**src/rtl/serial_rx_arbiter.sv**
```systemverilog
// Merges NCH single-byte serial receiver streams onto one valid/ready byte sink.
// One holding buffer per channel with round-robin grant into a registered output stage.
module serial_rx_arbiter #(
    parameter int NCH = 4,
    parameter int CW  = 2
) (
    input  logic              clk,
    input  logic              reset,
    input  logic [NCH*8-1:0]  rx_byte,
    input  logic [NCH-1:0]    rx_done,
    input  logic [NCH-1:0]    chan_en,
    output logic [7:0]        out_byte,
    output logic [CW-1:0]     out_chan,
    output logic              out_valid,
    input  logic              out_ready,
    output logic [NCH-1:0]    ovf,
    input  logic [NCH-1:0]    ovf_clr
);

    logic [7:0]     hold_byte_r [NCH];
    logic [NCH-1:0] full_r;
    logic [CW-1:0]  rr_r;

    logic           load_slot_s;
    logic           found_s;
    logic [CW-1:0]  grant_s;
    logic [CW-1:0]  rr_next_s;
    logic [CW:0]    idx_s;
    logic [NCH-1:0] move_s;
    logic [NCH-1:0] cap_s;
    logic [NCH-1:0] ovf_set_s;

    // Round-robin search: first full buffer at or after rr, wrapping at NCH.
    always_comb begin
        found_s = 1'b0;
        grant_s = {CW{1'b0}};
        idx_s   = {(CW+1){1'b0}};
        for (int k = 0; k < NCH; k++) begin
            idx_s = {1'b0, rr_r} + (CW+1)'(k);
            if (idx_s >= (CW+1)'(NCH)) begin
                idx_s = idx_s - (CW+1)'(NCH);
            end else begin
                idx_s = idx_s;
            end
            if (!found_s && full_r[idx_s[CW-1:0]]) begin
                found_s = 1'b1;
                grant_s = idx_s[CW-1:0];
            end else begin
                found_s = found_s;
                grant_s = grant_s;
            end
        end
    end

    // Pointer advance past the granted channel.
    always_comb begin
        if (grant_s == CW'(NCH - 1)) begin
            rr_next_s = {CW{1'b0}};
        end else begin
            rr_next_s = grant_s + CW'(1);
        end
    end

    // Per-channel move/capture/overflow decode; a moving buffer can be refilled on the same edge.
    always_comb begin
        load_slot_s = !out_valid || out_ready;
        move_s      = {NCH{1'b0}};
        cap_s       = {NCH{1'b0}};
        ovf_set_s   = {NCH{1'b0}};
        for (int i = 0; i < NCH; i++) begin
            move_s[i]    = load_slot_s && found_s && (grant_s == CW'(i));
            cap_s[i]     = rx_done[i] && chan_en[i];
            ovf_set_s[i] = cap_s[i] && full_r[i] && !move_s[i];
        end
    end

    // Holding buffers.
    always_ff @(posedge clk or negedge reset) begin
        if (!reset) begin
            full_r <= {NCH{1'b0}};
            for (int i = 0; i < NCH; i++) begin
                hold_byte_r[i] <= 8'h00;
            end
        end else begin
            for (int i = 0; i < NCH; i++) begin
                if (cap_s[i] && (!full_r[i] || move_s[i])) begin
                    hold_byte_r[i] <= rx_byte[8*i +: 8];
                    full_r[i]      <= 1'b1;
                end else if (move_s[i]) begin
                    full_r[i] <= 1'b0;
                end
            end
        end
    end

    // Output register and arbitration pointer; stalled while valid and not ready.
    always_ff @(posedge clk or negedge reset) begin
        if (!reset) begin
            out_byte  <= 8'h00;
            out_chan  <= {CW{1'b0}};
            out_valid <= 1'b0;
            rr_r      <= {CW{1'b0}};
        end else if (load_slot_s) begin
            if (found_s) begin
                out_byte  <= hold_byte_r[grant_s];
                out_chan  <= grant_s;
                out_valid <= 1'b1;
                rr_r      <= rr_next_s;
            end else begin
                out_valid <= 1'b0;
            end
        end
    end

    // Sticky overflow flags; a new overflow beats a simultaneous clear.
    always_ff @(posedge clk or negedge reset) begin
        if (!reset) begin
            ovf <= {NCH{1'b0}};
        end else begin
            ovf <= (ovf & ~ovf_clr) | ovf_set_s;
        end
    end

endmodule

```
**config.mk**
```make
export PLATFORM = sky130hd
export DESIGN_NAME = serial_rx_arbiter
export DESIGN_NICKNAME = d
export VERILOG_FILES = /design/src/rtl/serial_rx_arbiter.sv
export SDC_FILE = /design/constraint.sdc
export NUM_CORES = 1
export LEC_CHECK = 0
export ABC_AREA = 0
export ABC_CLOCK_PERIOD_IN_PS = 3000
export BUFFER_PORTS_ARGS = -buffer_cell sky130_fd_sc_hd__buf_2
export CAP_MARGIN = 25
export CORE_ASPECT_RATIO = 1.5
export CORE_UTILIZATION = 59
export CTS_BUF_LIST = sky130_fd_sc_hd__clkbuf_8
export DETAILED_ROUTE_END_ITERATION = 8
export PLACE_DENSITY_LB_ADDON = 0.08
export SETUP_SLACK_MARGIN = 0.02
export SLEW_MARGIN = 20
export SYNTH_ARGS = -nofsm -noshare
export SYNTH_HDL_FRONTEND = slang
export SYNTH_SLANG_ARGS = --single-unit
```
**constraint.sdc**
```tcl
create_clock -name clk -period 3 [get_ports clk]
set_input_delay 0.6 -clock clk [delete_from_list [all_inputs] [get_ports clk]]
set_output_delay 0.6 -clock clk [all_outputs]
set_load 0.05 [all_outputs]
```
**Yosys cells after proc, flatten, opt, wreduce, memory -nomap -nowiden**

Index checks and enable logic that the tools add are counted.

- Bits in registers: 53
- Bits in latches: 0
- Bits in writable memories: 0
- ROM bits: 0
- Word-level logic and storage cells: 117
- Memories kept: 0

- $add $sub $neg: 8
- Multiply operators: 0
- Div/mod/pow operators: 0
- Magnitude comparators: 9
- Equality and inequality tests: 3
- Shift-type cells: 0
- Mux-type cells: 33
- Bitwise logic cells: 4
- Reduce and logical (&&, ||, !) cells: 47

Operator list:

| cell | count |
|---|---|
| $logic_and 1x1->1 | 24 |
| $mux 2 | 9 |
| $mux 1 | 17 |
| $bmux 8 s2 | 1 |
| $mux 8 | 2 |
| $ge 3x3->1 const B | 4 |
| $logic_not 1->1 | 12 |
| $lt 2x3->1 const B | 4 |
| $bmux 1 s2 | 4 |
| $reduce_bool 2->1 | 4 |
| $sub 2x1->2 const B | 4 |
| $add 2x2->3 const B | 2 |
| $logic_or 1x1->1 | 5 |
| $and 4x4->4 | 1 |
| $eq 2x2->1 const B | 2 |
| $not 4->4 | 1 |
| $or 4x4->4 | 1 |
| $add 2x1->3 const B | 1 |
| $ge 2x3->1 const B | 1 |
| $not 2->3 | 1 |
| $add 2x1->2 const B | 1 |
| $eq 2x1->1 const B | 1 |
| $logic_not 2->1 | 1 |
| $reduce_and 2->1 | 1 |

**Depth between registers and ports, before layout**

- Word-level depth: 19
- Mapped depth: 7
- Mapped depth without buffers: 5

**Worst setup path after synthesis**

OpenSTA, ideal clock, no wires.

- Kind: register -> register
- Start: register out_valid
- End: register hold_byte_r[24] in the netlist's numbering
- Arrival: 1.936 ns
- Data required time: 2.875 ns
- Slack: 0.940 ns
- Stages on the path, launching flop included: 5
- Path buffers: 0
- Clock period less this slack: 2.060 ns
- Path through: dfrtp_1 > a21oi_2 > o21ai_0 > o31ai_4 > mux2_2

- Longest elaborated chain between the ends: 6

RTL lines:

| item | line | RTL |
|---|---|---|
| from (decl) | 14 | `output logic out_valid,` |
| from (signal assigned) | 101 | `out_valid <= 1'b0;` |
| from (signal assigned) | 107 | `out_valid <= 1'b1;` |
| from (signal assigned) | 110 | `out_valid <= 1'b0;` |
| $logic_not 1->1 | 66 | `load_slot_s = !out_valid \|\| out_ready;` |
| $logic_or 1x1->1 | 66 |  |
| $logic_and 1x1->1 (2 in series) | 71 | `move_s[i] = load_slot_s && found_s && (grant_s == CW'(i));` |
| $logic_or 1x1->1 | 86 | `if (cap_s[i] && (!full_r[i] \|\| move_s[i])) begin` |
| $logic_and 1x1->1 | 86 |  |
| to (signal, indexed assignment) | 87 | `hold_byte_r[i] <= rx_byte[8*i +: 8];` |
| to (decl) | 20 | `logic [7:0] hold_byte_r [NCH];` |

No other way between the ends.
A chain may end at the register's enable or synchronous reset.

**Worst setup path in the final report**

- Start: register full_r[0]
- End: register out_byte[1]

- Longest elaborated chain between the ends: 16
- Elaborated cells between the ends (all ways): 27
- Those cells by class: 19 x mux; 1 x bitwise; 7 x reduce/logical

RTL lines:

| item | line | RTL |
|---|---|---|
| from (decl) | 21 | `logic [NCH-1:0] full_r;` |
| from (signal assigned) | 80 | `full_r <= {NCH{1'b0}};` |
| $bmux 1 s2 | 45 | `if (!found_s && full_r[idx_s[CW-1:0]]) begin` |
| $mux 1 (not written as such) | 45 |  |
| $mux 1 | 45 |  |
| $logic_not 1->1 | 45 |  |
| $logic_and 1x1->1 | 45 |  |
| $mux 1 | 45 |  |
| $logic_not 1->1 | 45 |  |
| $logic_and 1x1->1 | 45 |  |
| $mux 1 | 45 |  |
| $logic_not 1->1 | 45 |  |
| $logic_and 1x1->1 | 45 |  |
| $mux 2 | 45 |  |
| $not 2->3 (not written as such) | 105 | `out_byte <= hold_byte_r[grant_s];` |
| $bmux 8 s2 | 105 |  |
| $mux 8 (not written as such) (2 in series) | 105 |  |
| to (signal assigned) | 105 |  |
| to (decl) | 12 | `output logic [7:0] out_byte,` |

Several ways; a longest one is shown, not always the timed one. The select of a mux whose other input is x is not followed.

==> flow_results.xml <==
<?xml version="1.0" encoding="UTF-8"?>
<metrics>
  <group name="clock_tree">
    <metric name="ctsHoldBuffers" unit="">0</metric>
    <metric name="clock_tree.buffer_depth" unit="">2</metric>
    <metric name="h-tree-depth" unit="">2</metric>
    <metric name="cts.sink_count" unit="">53</metric>
    <metric name="clkLatencyLatePin" unit="ns">0.31</metric>
    <metric name="cts-root-buf" unit="">sky130_fd_sc_hd__clkbuf_8</metric>
    <metric name="post_cts_resize_count" unit="">0</metric>
    <metric name="clk_transition_reported_paths" unit="ns">0.10</metric>
    <metric name="postCtsSetupBuffers" unit="">0</metric>
    <metric name="tritoncts" unit="">yes</metric>
    <metric name="cts-buffers-inserted" unit="">5</metric>
  </group>
  <group name="die">
    <metric name="core-area" unit="mm²">0.003994</metric>
    <metric name="io-pin-count" unit="">62</metric>
    <metric name="fp.dieH" unit="µm">81.24</metric>
    <metric name="dieArea" unit="mm²">0.004454</metric>
    <metric name="rows" unit="">28</metric>
    <metric name="chip_width" unit="µm">54.83</metric>
    <metric name="initial_utilization" unit="%">61.84</metric>
  </group>
  <group name="final_layout">
    <metric name="fin_cells" unit="">304</metric>
    <metric name="final_area" unit="mm²">0.002942</metric>
    <metric name="layout-area-overhead-vs-synth" unit="%">19.10</metric>
    <metric name="seqCellArea" unit="mm²">0.001326</metric>
    <metric name="area_of_the_multi_input_gates" unit="mm²">0.001081</metric>
    <metric name="mostFrequentLayoutCell" unit="">sky130_fd_sc_hd__buf_2</metric>
    <metric name="final_layout_size_suffix_gt1_share" unit="%">46.72</metric>
    <metric name="n_antenna_cell" unit="">0</metric>
    <metric name="layout.nets" unit="">305</metric>
    <metric name="layout.cells.most_common_list" unit="">61 x sky130_fd_sc_hd__buf_2, 53 x sky130_fd_sc_hd__dfrtp_1, 23 x sky130_fd_sc_hd__mux2_2, 17 x sky130_fd_sc_hd__mux2i_1, 15 x sky130_fd_sc_hd__nand2_1</metric>
    <metric name="fillers" unit="">321</metric>
  </group>
  <group name="placement">
    <metric name="detailed_place.area" unit="mm²">0.002845</metric>
    <metric name="dpl.hpwl" unit="µm">3666</metric>
    <metric name="dp_worst_setup_slack" unit="ns">0.6278</metric>
    <metric name="place.gp.congestion" unit="">0.8218</metric>
    <metric name="port_buffers" unit="">61</metric>
    <metric name="post-place-cells" unit="">296</metric>
  </group>
  <group name="logic_synthesis">
    <metric name="dominantRegCellSynth" unit="">sky130_fd_sc_hd__dfrtp_1</metric>
    <metric name="synth_fp_nets" unit="">239</metric>
    <metric name="postSynthRegisterBits" unit="">53</metric>
    <metric name="share_of_cell_area_taken_by_muxes_after_synthesis" unit="%">22.70</metric>
    <metric name="synth-edff-count" unit="">0</metric>
    <metric name="asyncSetResetFlopFracSynth" unit="%">100.0</metric>
    <metric name="main_combinational_cell_family_by_area_after_synthesis" unit="">multiplexers</metric>
    <metric name="synthTopCellsByArea" unit="">sky130_fd_sc_hd__dfrtp_1 54%, sky130_fd_sc_hd__mux2_2 10%, sky130_fd_sc_hd__mux2i_1 6.9%, sky130_fd_sc_hd__mux2_4 4.9%, sky130_fd_sc_hd__nand2_1 2.3%</metric>
    <metric name="synthAdderAreaFrac" unit="%">0</metric>
    <metric name="synth-compound-area-share" unit="%">12.61</metric>
    <metric name="synth.distinct_cells" unit="">36</metric>
    <metric name="ys.warnings.count" unit="">0</metric>
    <metric name="netlist_instances" unit="">192</metric>
    <metric name="synth_sequential_area_ratio" unit="%">53.70</metric>
    <metric name="yosys.area.top_type_share" unit="%">53.70</metric>
    <metric name="syn-mean-instance-area" unit="µm²">12.86</metric>
    <metric name="synth-simple-area-share" unit="%">8.105</metric>
    <metric name="yosys.area.top_type" unit="">sky130_fd_sc_hd__dfrtp_1</metric>
    <metric name="synthesis.area" unit="mm²">0.002470</metric>
    <metric name="synth_xor_xnor_area_share" unit="%">0.3546</metric>
  </group>
  <group name="pwr">
    <metric name="irDropWorstVdd" unit="µV">762.7</metric>
    <metric name="clkPwrFrac" unit="%">12.1</metric>
    <metric name="power_frac_seq" unit="%">37.1</metric>
    <metric name="intPower" unit="mW">2.020</metric>
    <metric name="static-leakage-power" unit="nW">1.441</metric>
    <metric name="p_sw" unit="mW">1.463</metric>
    <metric name="share_comb_of_total_power" unit="%">50.8</metric>
    <metric name="power_density" unit="mW/mm²">1184</metric>
    <metric name="power.total" unit="mW">3.483</metric>
    <metric name="netSwitchingFraction" unit="%">41.99</metric>
  </group>
  <group name="detailed_routing">
    <metric name="wire_per_inst" unit="µm">16.43</metric>
    <metric name="detail-route-antenna-nets" unit="">0</metric>
    <metric name="drc" unit="">0</metric>
    <metric name="drt_iter0_drc" unit="">37</metric>
    <metric name="dr_total_vias" unit="">1761</metric>
    <metric name="routed_via_density" unit="">5.793</metric>
    <metric name="final_routed_wirelength" unit="µm">4994</metric>
    <metric name="dr.pass1.iters" unit="">4</metric>
  </group>
  <group name="setup_path">
    <metric name="rrSetupSlack" unit="ns">0.60</metric>
    <metric name="path_cells" unit="">nor3b_1 &gt; a221o_1 &gt; buf_4 &gt; mux2i_1 &gt; nor3_1 &gt; a211o_1</metric>
    <metric name="path_delay_family" unit="">compound AO/OA/AOI/OAI gates</metric>
    <metric name="reg2regPathDepth" unit="">6</metric>
    <metric name="timing_worst_setup_path_type" unit="">flip-flop to flip-flop</metric>
    <metric name="crit_path_max_fanout" unit="">10</metric>
    <metric name="crit_path_top_delay_cell" unit="">sky130_fd_sc_hd__a221o_1</metric>
    <metric name="critical_path_required" unit="ns">3.19</metric>
    <metric name="cp-start-kind" unit="">flip-flop</metric>
    <metric name="r2r_end" unit="">out_byte[1]$_DFFE_PN0P_</metric>
    <metric name="cp_data_arrival_time" unit="ns">2.59</metric>
    <metric name="critical_path.max_stage_delay" unit="ns">0.54</metric>
    <metric name="r2r_startpoint" unit="">full_r[0]$_DFFE_PN0P_</metric>
    <metric name="critPathCaptureType" unit="">flip-flop</metric>
    <metric name="path_buf_inv" unit="">1</metric>
  </group>
  <group name="timing">
    <metric name="slew_violations" unit="">0</metric>
    <metric name="report.final.setup_viol" unit="">0</metric>
    <metric name="timing.max_slew.rel_slack" unit="%">59.85</metric>
    <metric name="fin_crit_sh" unit="%">79.84</metric>
    <metric name="final.setup.worst_slack" unit="ns">0.6047</metric>
    <metric name="rsz0062_at_grt" unit="">false</metric>
    <metric name="finalWorstPathRequiredPeriod" unit="ns">2.395</metric>
    <metric name="max_clock_freq" unit="MHz">417.5</metric>
    <metric name="fin_worst_skew" unit="ns">0.01019</metric>
    <metric name="final_hold_fails" unit="">0</metric>
    <metric name="max_slew.worst_pin.slew" unit="ns">0.5960</metric>
    <metric name="fin_setup_tns" unit="ns">0</metric>
  </group>
  <group name="min_path">
    <metric name="hold_path.class" unit="">primary input to asynchronous set/reset pin</metric>
  </group>
  <group name="job">
    <metric name="max_cap_viol_count" unit="">0</metric>
  </group>
  <group name="grt">
    <metric name="maximum_number_of_pins_on_one_net_before_global_route_repair" unit="">54</metric>
    <metric name="grt_antenna_before_repair" unit="">0</metric>
    <metric name="first_global_vias" unit="">1677</metric>
    <metric name="grt_pass1_wl" unit="µm">7810</metric>
    <metric name="globalRouteTotalUtil" unit="%">25.05</metric>
    <metric name="global_route.overflow_total" unit="">0</metric>
  </group>
  <group name="status">
    <metric name="run_status" unit="">complete, no violations</metric>
  </group>
</metrics>
## cell type report
cell class,instances,area share (%)
inverter,7,0.8932
timing repair buffer,66,12.08
clock buffer,6,2.807
sequential,53,45.09
tap,45,1.914
multi-input combinational,125,36.75
clock inverter,2,0.4679
## worst max-delay path by stage
stage	start	to	slack [ns]	cells past startpoint
floorplan	out_valid$_DFFE_PN0P_	hold_byte_r[24]$_DFFE_PN0P_	0.94	4
global placement	rr_r[1]$_DFFE_PN0P_	hold_byte_r[21]$_DFFE_PN0P_	0.66	5
detailed placement	full_r[0]$_DFFE_PN0P_	hold_byte_r[18]$_DFFE_PN0P_	0.63	5
CTS	full_r[0]$_DFFE_PN0P_	hold_byte_r[18]$_DFFE_PN0P_	0.61	5
global route	full_r[0]$_DFFE_PN0P_	out_byte[1]$_DFFE_PN0P_	0.50	6
finish	full_r[0]$_DFFE_PN0P_	out_byte[1]$_DFFE_PN0P_	0.60	6
## power by group through the flow
| stage | registers (mW) | clock network (mW) | logic, mW |
|---|---|---|---|
| 2_1_floorplan | 1.54 | 0 | 1.13 |
| 3_3_place_gp | 1.30 | 0 | 1.74 |
| 3_5_place_dp | 1.31 | 0 | 1.77 |
| 4_1_cts | 1.29 | 0.434 | 1.78 |
| 5_1_grt | 1.33 | 0.458 | 1.90 |
| 6_report | 1.29 | 0.422 | 1.77 |
## through the flow
step	utilization (%)	hold slack (ns)
finish	73.65	0.2672
global route	73.65	0.2977
CTS	73.65	0.2759
detailed placement	71.24	0.4693
global placement	71.24	0.4659
floorplan	-	0.3044
## worst register-to-register path, stage by stage, from the launching register on
cell,delay (ns)
sky130_fd_sc_hd__dfrtp_1,0.47
sky130_fd_sc_hd__nor3b_1,0.28
sky130_fd_sc_hd__a221o_1,0.54
sky130_fd_sc_hd__buf_4,0.33
sky130_fd_sc_hd__mux2i_1,0.29
sky130_fd_sc_hd__nor3_1,0.09
sky130_fd_sc_hd__a211o_1,0.28
## kinds of logic after synthesis
group                     count (synthesis)
AOI/OAI and AO/OA                        36
buffers and inverters                    14
and+or+nand+nor                          39
muxes                                    49
xor gates and xnor gates                  1
DFF                                      53
## synth_stat cells, drive strengths merged, types with 4 or more instances
library cell	number
nand2	15
clkbuf	4
nor2	7
a31o	5
mux2i	17
o22ai	4
o21ai	6
a31oi	5
mux2	32
inv	7
nor3	6
dfrtp	53
## metal layers
layer | vias up | GRT usage [%] | part of all wire [%]
li1 | 824 | - | -
met3 | 11 | 5.431 | 3.6
met4 | 0 | 11.54 | 2.9
met2 | 54 | 40.72 | 52
met1 | 872 | 30.68 | 42
met5 | - | 0 | 0
## flip-flops by register name, indices dropped and copies added (netlist names)
signal / flops
rr_r: 2
out_valid: 1
hold_byte_r: 32
out_byte: 8
out_chan: 2
full_r: 4
ovf: 4
No activity file was read; power rests on OpenSTA's default activity.
